==> src/rtl/console_pkg.sv <==
// Shared definitions for the character-console path: FSM states, control
// codes and the default screen geometry (also used by the LCD scan-out).
package console_pkg;

  typedef enum logic [2:0] {
    ST_IDLE,
    ST_WRITE,
    ST_CLEAR,
    ST_SCROLL_RD,
    ST_SCROLL_WR,
    ST_SCROLL_CLR
  } state_t;

  localparam logic [7:0] CC_CR    = 8'h0D;
  localparam logic [7:0] CC_LF    = 8'h0A;
  localparam logic [7:0] CC_BS    = 8'h08;
  localparam logic [7:0] CC_FF    = 8'h0C;
  localparam logic [7:0] CC_SPACE = 8'h20;

  localparam int unsigned DEF_STRIDE = 108;
  localparam int unsigned DEF_VCOLS  = 106;
  localparam int unsigned DEF_ROWS   = 36;
  localparam logic [7:0]  DEF_FILL   = 8'h20;

endpackage

==> src/rtl/console_cursor.sv <==
// Cursor tracker: keeps row, column and the row base address so the linear
// cursor address is a single add (rowbase + col), no multiplier.
module console_cursor
  import console_pkg::*;
#(
  parameter int unsigned STRIDE = DEF_STRIDE,
  parameter int unsigned VCOLS  = DEF_VCOLS,
  parameter int unsigned ROWS   = DEF_ROWS
) (
  input  logic        i_clk,
  input  logic        i_reset,
  input  logic        home,
  input  logic        cr,
  input  logic        lf,
  input  logic        bs,
  input  logic        advance,
  output logic [11:0] o_cursor,
  output logic        at_last_row,
  output logic        wrap
);

  localparam logic [11:0] STEP     = 12'(STRIDE);
  localparam logic [6:0]  COL_LAST = 7'(VCOLS - 1);
  localparam logic [5:0]  ROW_LAST = 6'(ROWS - 1);

  logic [11:0] rowbase;
  logic [6:0]  col;
  logic [5:0]  row;

  assign at_last_row = (row == ROW_LAST);
  assign wrap        = (col == COL_LAST);
  assign o_cursor    = rowbase + {5'd0, col};

  // Cursor update; on the last row a line feed leaves the row alone because
  // the screen contents move up instead.
  always_ff @(posedge i_clk or negedge i_reset) begin
    if (!i_reset) begin
      rowbase <= '0;
      col     <= '0;
      row     <= '0;
    end else if (home) begin
      rowbase <= '0;
      col     <= '0;
      row     <= '0;
    end else if (cr) begin
      col <= '0;
    end else if (lf || (advance && wrap)) begin
      if (advance) col <= '0;
      if (!at_last_row) begin
        row     <= row + 6'd1;
        rowbase <= rowbase + STEP;
      end
    end else if (bs) begin
      if (col != '0) col <= col - 7'd1;
    end else if (advance) begin
      col <= col + 7'd1;
    end
  end

endmodule

==> src/rtl/console_writer.sv <==
// Text-console writer: takes bytes over valid/ready, handles CR/LF/BS/FF,
// writes printable characters to video RAM and does clear/scroll by
// sweeping or copying RAM contents.
module console_writer
  import console_pkg::*;
#(
  parameter int unsigned STRIDE = DEF_STRIDE,
  parameter int unsigned VCOLS  = DEF_VCOLS,
  parameter int unsigned ROWS   = DEF_ROWS,
  parameter logic [7:0]  FILL   = DEF_FILL
) (
  input  logic        i_clk,
  input  logic        i_reset,
  input  logic [7:0]  i_char,
  input  logic        i_valid,
  output logic        o_ready,
  output logic [11:0] o_waddr,
  output logic [7:0]  o_wdata,
  output logic        o_we,
  output logic [11:0] o_raddr,
  input  logic [7:0]  i_rdata,
  output logic [11:0] o_cursor
);

  localparam logic [11:0] STEP      = 12'(STRIDE);
  localparam logic [11:0] CELL_LAST = 12'(ROWS * STRIDE - 1);
  localparam logic [11:0] COPY_LAST = 12'((ROWS - 1) * STRIDE - 1);

  generate
    if (ROWS * STRIDE > 4096 || VCOLS > STRIDE || VCOLS > 127 || ROWS > 64
        || ROWS < 2) begin : g_geom_check
      $error("console_writer: geometry does not fit the 4096-cell video RAM");
    end
  endgenerate

  state_t      state;
  logic [11:0] cnt;
  logic        accept;
  logic        is_print;
  logic        cur_home, cur_cr, cur_lf, cur_bs, cur_adv;
  logic        at_last_row, wrap;

  // Decode the accepted byte into cursor operations.
  always_comb begin
    accept   = i_valid && (state == ST_IDLE);
    is_print = (i_char >= CC_SPACE);
    cur_cr   = accept && (i_char == CC_CR);
    cur_lf   = accept && (i_char == CC_LF);
    cur_bs   = accept && (i_char == CC_BS);
    cur_adv  = (state == ST_WRITE);
    cur_home = (state == ST_CLEAR) && (cnt == CELL_LAST);
  end

  console_cursor #(
    .STRIDE(STRIDE),
    .VCOLS (VCOLS),
    .ROWS  (ROWS)
  ) u_cursor (
    .i_clk      (i_clk),
    .i_reset    (i_reset),
    .home       (cur_home),
    .cr         (cur_cr),
    .lf         (cur_lf),
    .bs         (cur_bs),
    .advance    (cur_adv),
    .o_cursor   (o_cursor),
    .at_last_row(at_last_row),
    .wrap       (wrap)
  );

  // Main FSM with registered RAM-port and handshake outputs. The scroll copy
  // registers i_rdata in SCROLL_WR, so each copy write lands during the next
  // SCROLL_RD while the following read is already on o_raddr.
  always_ff @(posedge i_clk or negedge i_reset) begin
    if (!i_reset) begin
      state   <= ST_CLEAR;
      cnt     <= '0;
      o_ready <= 1'b0;
      o_we    <= 1'b0;
      o_waddr <= '0;
      o_wdata <= '0;
      o_raddr <= '0;
    end else begin
      o_we <= 1'b0;
      case (state)
        ST_IDLE: begin
          if (accept) begin
            if (i_char == CC_FF) begin
              state   <= ST_CLEAR;
              cnt     <= '0;
              o_ready <= 1'b0;
            end else if (i_char == CC_LF && at_last_row) begin
              state   <= ST_SCROLL_RD;
              cnt     <= '0;
              o_raddr <= STEP;
              o_ready <= 1'b0;
            end else if (is_print) begin
              state   <= ST_WRITE;
              o_ready <= 1'b0;
              o_we    <= 1'b1;
              o_waddr <= o_cursor;
              o_wdata <= i_char;
            end
          end
        end
        ST_WRITE: begin
          if (wrap && at_last_row) begin
            state   <= ST_SCROLL_RD;
            cnt     <= '0;
            o_raddr <= STEP;
          end else begin
            state   <= ST_IDLE;
            o_ready <= 1'b1;
          end
        end
        ST_CLEAR: begin
          o_we    <= 1'b1;
          o_waddr <= cnt;
          o_wdata <= FILL;
          if (cnt == CELL_LAST) begin
            state   <= ST_IDLE;
            o_ready <= 1'b1;
          end else begin
            cnt <= cnt + 12'd1;
          end
        end
        ST_SCROLL_RD: begin
          state <= ST_SCROLL_WR;
        end
        ST_SCROLL_WR: begin
          o_we    <= 1'b1;
          o_waddr <= cnt;
          o_wdata <= i_rdata;
          cnt     <= cnt + 12'd1;
          if (cnt == COPY_LAST) begin
            state <= ST_SCROLL_CLR;
          end else begin
            state   <= ST_SCROLL_RD;
            o_raddr <= cnt + STEP + 12'd1;
          end
        end
        ST_SCROLL_CLR: begin
          o_we    <= 1'b1;
          o_waddr <= cnt;
          o_wdata <= FILL;
          if (cnt == CELL_LAST) begin
            state   <= ST_IDLE;
            o_ready <= 1'b1;
          end else begin
            cnt <= cnt + 12'd1;
          end
        end
        default: begin
          state   <= ST_CLEAR;
          cnt     <= '0;
          o_ready <= 1'b0;
        end
      endcase
    end
  end

endmodule

==> config.mk <==
export PLATFORM = sky130hd
export DESIGN_NAME = console_writer
export DESIGN_NICKNAME = d
export VERILOG_FILES = /design/src/rtl/console_pkg.sv /design/src/rtl/console_cursor.sv /design/src/rtl/console_writer.sv
export SDC_FILE = /design/constraint.sdc
export NUM_CORES = 1
export LEC_CHECK = 0
export CORE_MARGIN = 2
export CORE_UTILIZATION = 50
export CTS_CLUSTER_SIZE = 20
export DETAILED_ROUTE_END_ITERATION = 10
export PLACE_DENSITY = 0.74
export SETUP_SLACK_MARGIN = 0.02
export SKIP_LAST_GASP = 1
export SLEW_MARGIN = 20
export SYNTH_ARGS = -nofsm -noshare
export SYNTH_HDL_FRONTEND = slang
export SYNTH_SLANG_ARGS = --single-unit
==> constraint.sdc <==
create_clock -name i_clk -period 4.1 [get_ports i_clk]
set_input_delay 0.615 -clock i_clk [delete_from_list [all_inputs] [get_ports i_clk]]
set_output_delay 0.615 -clock i_clk [all_outputs]
set_load 0.05 [all_outputs]
[Yosys cells after proc, flatten, opt, wreduce, memory -nomap -nowiden]
Index checks and enable logic that the tools add are counted.
Storage, ports and cells
  register bits after elaboration: 74
  input bits: 19
  output and inout bits: 46
Operators by class
  add/sub/neg operators: 8
  order comparisons: 1
  equal/unequal tests: 29
  multiplexer cells: 57
  bitwise logic cells: 2
  reduce and logical (&&, ||, !) cells: 27
Operator list (count)
  2-to-1 mux 12 bit: 18
  case mux 12 bit (5 select lines): 1
  2-to-1 mux 7 bit: 7
  case mux 12 bit (3 select lines): 1
  equality test 8 x 4 -> 1 bit (second input constant): 4
  2-to-1 mux 8 bit: 4
  adder 12 x 1 -> 12 bit (second input constant): 2
  adder 12 x 7 -> 12 bit (second input constant): 2
  equality test 12 bit (second input constant): 2
  2-to-1 mux 6 bit: 4
  case mux 12 bit (2 select lines): 1
  case mux 8 bit (3 select lines): 1
  != test 2 bit (second input constant): 10
  AND reduction 5 bit: 4
  2-to-1 mux 3 bit: 6
  case mux 3 bit (5 select lines): 1
  adder 12 x 7 -> 12 bit: 1
  2-to-1 mux 1 bit: 10
  AND reduction 3 bit: 3
  >= comparator 8 x 6 -> 1 bit (second input constant): 1
  logical AND 1 bit: 8
  adder 7 x 1 -> 7 bit (second input constant): 1
  equality test 7 bit (second input constant): 1
  nonzero test 7 bit: 1
  other kinds (23): 30

[Logic depth before layout (Yosys ltp)]
  depth after elaboration: 7
  mapped depth: 10

[Cells and area by module]
From an unflattened synthesis, not the netlist that was laid out.
Second synthesis, totals
  cells, all modules: 492
  area total of the unflattened synthesis: 4611.9 µm²
Modules (own cells, without submodules)
  console_writer: instances 1, cells an instance 300, area each 2862.7 µm², sequential area each 1227.4 µm²
  console_cursor: instances 1, cells an instance 192, area each 1749.2 µm², sequential area each 575.6 µm²

[Worst setup path after synthesis]
OpenSTA, ideal clock, no wires.
  path kind: in2reg
  start point: in i_char[5]
  end point: reg u_cursor.col[6]
  arrival time: 2945 ps
  required time: 3982 ps
  setup slack: 1036 ps
  cell stages on the path: 9
  cells stage by stage: or3_2 > nor4b_4 > ha_1 > a211oi_1 > o21bai_1 > a21oi_1 > xnor2_1 > o21bai_1 > a21o_1
Between the ends
  longest elaborated chain between the ends: 6
Ends and longest elaborated chain
  start: declaration: RTL line console_writer.sv:14  | input logic [7:0] i_char,
  equality test 8 x 4 -> 1 bit, on equally long branches: RTL line console_writer.sv:49, console_writer.sv:48
  logical AND 1 bit, on equally long branches: RTL line console_writer.sv:49, console_writer.sv:48
  2-to-1 mux 7 bit or logical OR 1 bit (tied branches): RTL line console_cursor.sv:53, console_cursor.sv:47
  2-to-1 mux 7 bit: RTL line console_cursor.sv:47  | end else if (lf || (advance && wrap)) begin
  2-to-1 mux 7 bit: RTL line console_cursor.sv:45  | end else if (cr) begin
  2-to-1 mux 7 bit: RTL line console_cursor.sv:41  | end else if (home) begin
  end signal: assignment: RTL line console_cursor.sv:54  | if (col != '0) col <= col - 7'd1;
  end signal: assignment: RTL line console_cursor.sv:56  | col <= col + 7'd1;
  end: declaration: RTL line console_cursor.sv:27  | logic [6:0] col;
Several ways; a longest one is shown, not always the timed one.
A chain may end at the register's enable or synchronous reset.

[Final worst setup path]
  start point: reg u_cursor.col[3]
  end point: out o_cursor[7]
Between the ends
  longest elaborated chain between the ends: 1
Ends and longest elaborated chain
  adder 12 x 7 -> 12 bit: RTL line console_cursor.sv:32  | assign o_cursor = rowbase + {5'd0, col};
  end: declaration: RTL line console_writer.sv:22  | output logic [11:0] o_cursor
No other way between the ends.

==> flow_summary.yaml <==
cells_and_area:
  mostFrequentLayoutCell: "dfrtp_1"
  layout_common_cells: "71 x dfrtp_1, 63 x clkdlybuf4s50_1, 53 x nor2_1, 47 x nand2_1, 35 x o21ai_0"
  areaGrowthSynthToFinish_pct: 20.0
  antenna_cells: 0
  drive_gt1_share_pct: 10.2
  nNetsFinal: 569
setup_path:
  crit_required_ns: 3.48
  critPathMaxFanout: 5
  path_class: "reg -> out"
  cp_data_arrival_time_ns: 3.18
  end_kind: "output port"
  critical_path.top_delay_family: "buffers and inverters"
  max_stage_delay_ns: 0.87
  crit_slowest_cell: "clkdlybuf4s50_1"
  crit_buf_inv: 1
  worst_setup_path_start_kind: "flip-flop"
  crit_chain: "ha_1 > a21oi_1 > o21bai_1 > a311o_1 > xor2_1 > clkdlybuf4s50_1"
global_routing:
  grt_usage_pct: 25.2
  grt_start_max_net_pins: 47
  grt_pass1_vias: 3874
  grt_first_pass_wirelength_um: 19500
  overflow: 0
  antenna_found_initial: 0
die:
  coreArea_um2: 8640
  die_w_um: 97.8
  die_h_um: 97.8
  ios: 65
  std_cell_rows: 34
  dieArea_um2: 9570
  start_util_pct: 51.0
outcome:
  outcome: "completed"
clock_tree:
  clock_latency_ns: 0.36
  cts_sinks: 72
  postCtsSetupBuffers: 0
  root_buffer: "clkbuf_8"
  clk_pin_slew_ns: 0.08
  post_cts_resize_count: 0
  cts_buffers: 9
  ctsHoldBuffers: 0
  cts_tree: "built"
  cts_buffer_depth: 2
  htree_levels: 3
synthesis:
  syn-num-nets: 516
  syn_area_um2: 4400
  synth_edf_count: 0
  yosysWarnings: 0
  ys.flop_type: "dfrtp_1"
  synthArstFlopShare_pct: 100
  syn_area_per_cell_um2: 9.11
  ys_ff_latch: 72
  seq_area_frac_synth_pct: 41.0
  synth_cells: 483
  ys_types: 72
power:
  irDropWorstVdd_uv: 196
  powerDensity_nw_per_um2: 339
  power.total_mw: 1.79
  p_leak_nw: 2.37
timing:
  setup_viol: 0
  slew_headroom_pct: 32.6
  worstMarginPinSlew_ns: 1.01
  fin_skew_ns: 0.0105
  period_share_pct: 92.5
  setup_tns_ns: 0
  hold_viol_final: 0
  min_period_ns: 3.79
  drv_slew: 0
  rsz0062_at_grt: "false"
  fmax_ghz: 0.264
drt:
  vias_per_cell: 6.07
  post_drt_wl_per_cell_um: 18.0
  drt_iter0_markers: 134
  vias: 3937
  drc: 0
  ant_nets: 0
  drt-total-wl_um: 11700
  drtPass1Iterations: 5
flow_run:
  drv_cap: 0
placed_design:
  gp_congestion: 0.849
  portBuffers: 64
  dp_hpwl_um: 8660
worst_hold_path:
  hold_class: "in -> async"
sequential cells by signal (all words and copies together), names as in the netlist:
signal	count
o_wdata	8
o_waddr	12
u_cursor.row	6
o_we	1
u_cursor.rowbase	10
cnt	12
o_ready	1
state	3
o_raddr	12
u_cursor.col	7
Yosys cell counts (3+ instances only):
master	instances	share of area (%)
xor2_1	9	1.8
nand2_1	47	4.0
or3b_2	3	0.60
a21o_1	6	1.0
or3_2	5	0.85
a211oi_1	3	0.51
a31oi_1	9	1.3
ha_1	13	3.7
or2_2	4	0.57
o21ai_0	35	4.0
or3_1	6	0.85
nor2_1	53	4.5
nand3b_1	5	0.85
nand2b_1	5	0.71
a221oi_1	7	1.4
xnor2_1	17	3.4
dfrtp_1	71	40
mux2i_1	3	0.68
or4_1	3	0.51
a21oi_1	22	2.5
buf_6	4	1.0
nand4_1	6	0.85
and3_1	3	0.43
buf_2	4	0.45
nor3_1	10	1.1
o21bai_1	4	0.68
nor4_1	4	0.57
nand3_1	12	1.4
and2_1	3	0.43
clkbuf_1	19	1.6
a22o_1	7	1.4
o21ai_2	4	0.80
inv_1	15	1.3
nor3b_1	4	0.68
o31ai_1	9	1.5
o21a_1	4	0.68
a22oi_1	4	0.68
logic make-up after synthesis:
kind of cell    Yosys count  share of synthesized area, %
compound gates          134                          20.8
fa+ha+maj                14                          4.15
flops                    72                          41.0
xor+xnor                 26                          5.17
mux                       3                         0.682
simple gates            188                          22.9
buf+inv                  46                          5.26
per-layer routing:
| metal | GRT usage, % | wire length (um) | up-vias | part of all wire, % |
|---|---|---|---|---|
| met5 | 0 | 0 | - | 0 |
| met4 | 10.8 | 310 | 0 | 2.7 |
| met3 | 3.94 | 595 | 27 | 5.1 |
| met2 | 40.0 | 5650 | 111 | 48 |
| met1 | 34.3 | 5120 | 1942 | 44 |
| li1 | - | - | 1857 | - |
cell type report:
type / count / area, um2
Clock inverter: 5 / 63.8
Clock buffer: 11 / 151
Multi-Input combinational cell: 365 / 2370
Sequential cell: 72 / 1800
Inverter: 16 / 60.1
Fill cell: 762 / 3360
Timing Repair Buffer: 72 / 696
Tap cell: 108 / 135
where the power goes:
part	internal (mW)	total, mW	leakage [nW]	switching [mW]
Clock	0.319	0.620	0.106	0.301
Sequential	0.757	0.845	0.938	0.0880
Combinational	0.132	0.323	1.32	0.191
final timing paths:
| path | start | end | slack, ns | depth (start not counted) |
|---|---|---|---|---|
| max | u_cursor.col[3] | o_cursor[7] | 0.31 | 6 |
| min | i_reset | o_waddr[0] | 0.27 | 1 |
| max reg2reg | state[2] | u_cursor.col[5] | 1.07 | 10 |
| min reg2reg | o_wdata[5] | o_wdata[5] | 0.50 | 2 |
| max in group asynchronous | i_reset | u_cursor.row[2] | 2.80 | 2 |
| min in group i_clk | o_wdata[5] | o_wdata[5] | 0.50 | 2 |
per-stage QoR:
step	utilization (%)	worst slack, ns	instance area, um2	cells	hold WS [ns]
floorplan	-	1.04	4400	483	0.319
global placement	58.6	0.545	5060	633	0.481
detailed placement	58.6	0.567	5060	633	0.492
CTS	61.1	0.302	5280	649	0.277
global route	61.1	0.148	5280	649	0.317
finish	61.1	0.307	5280	649	0.271
No activity file was read; power rests on OpenSTA's default activity.
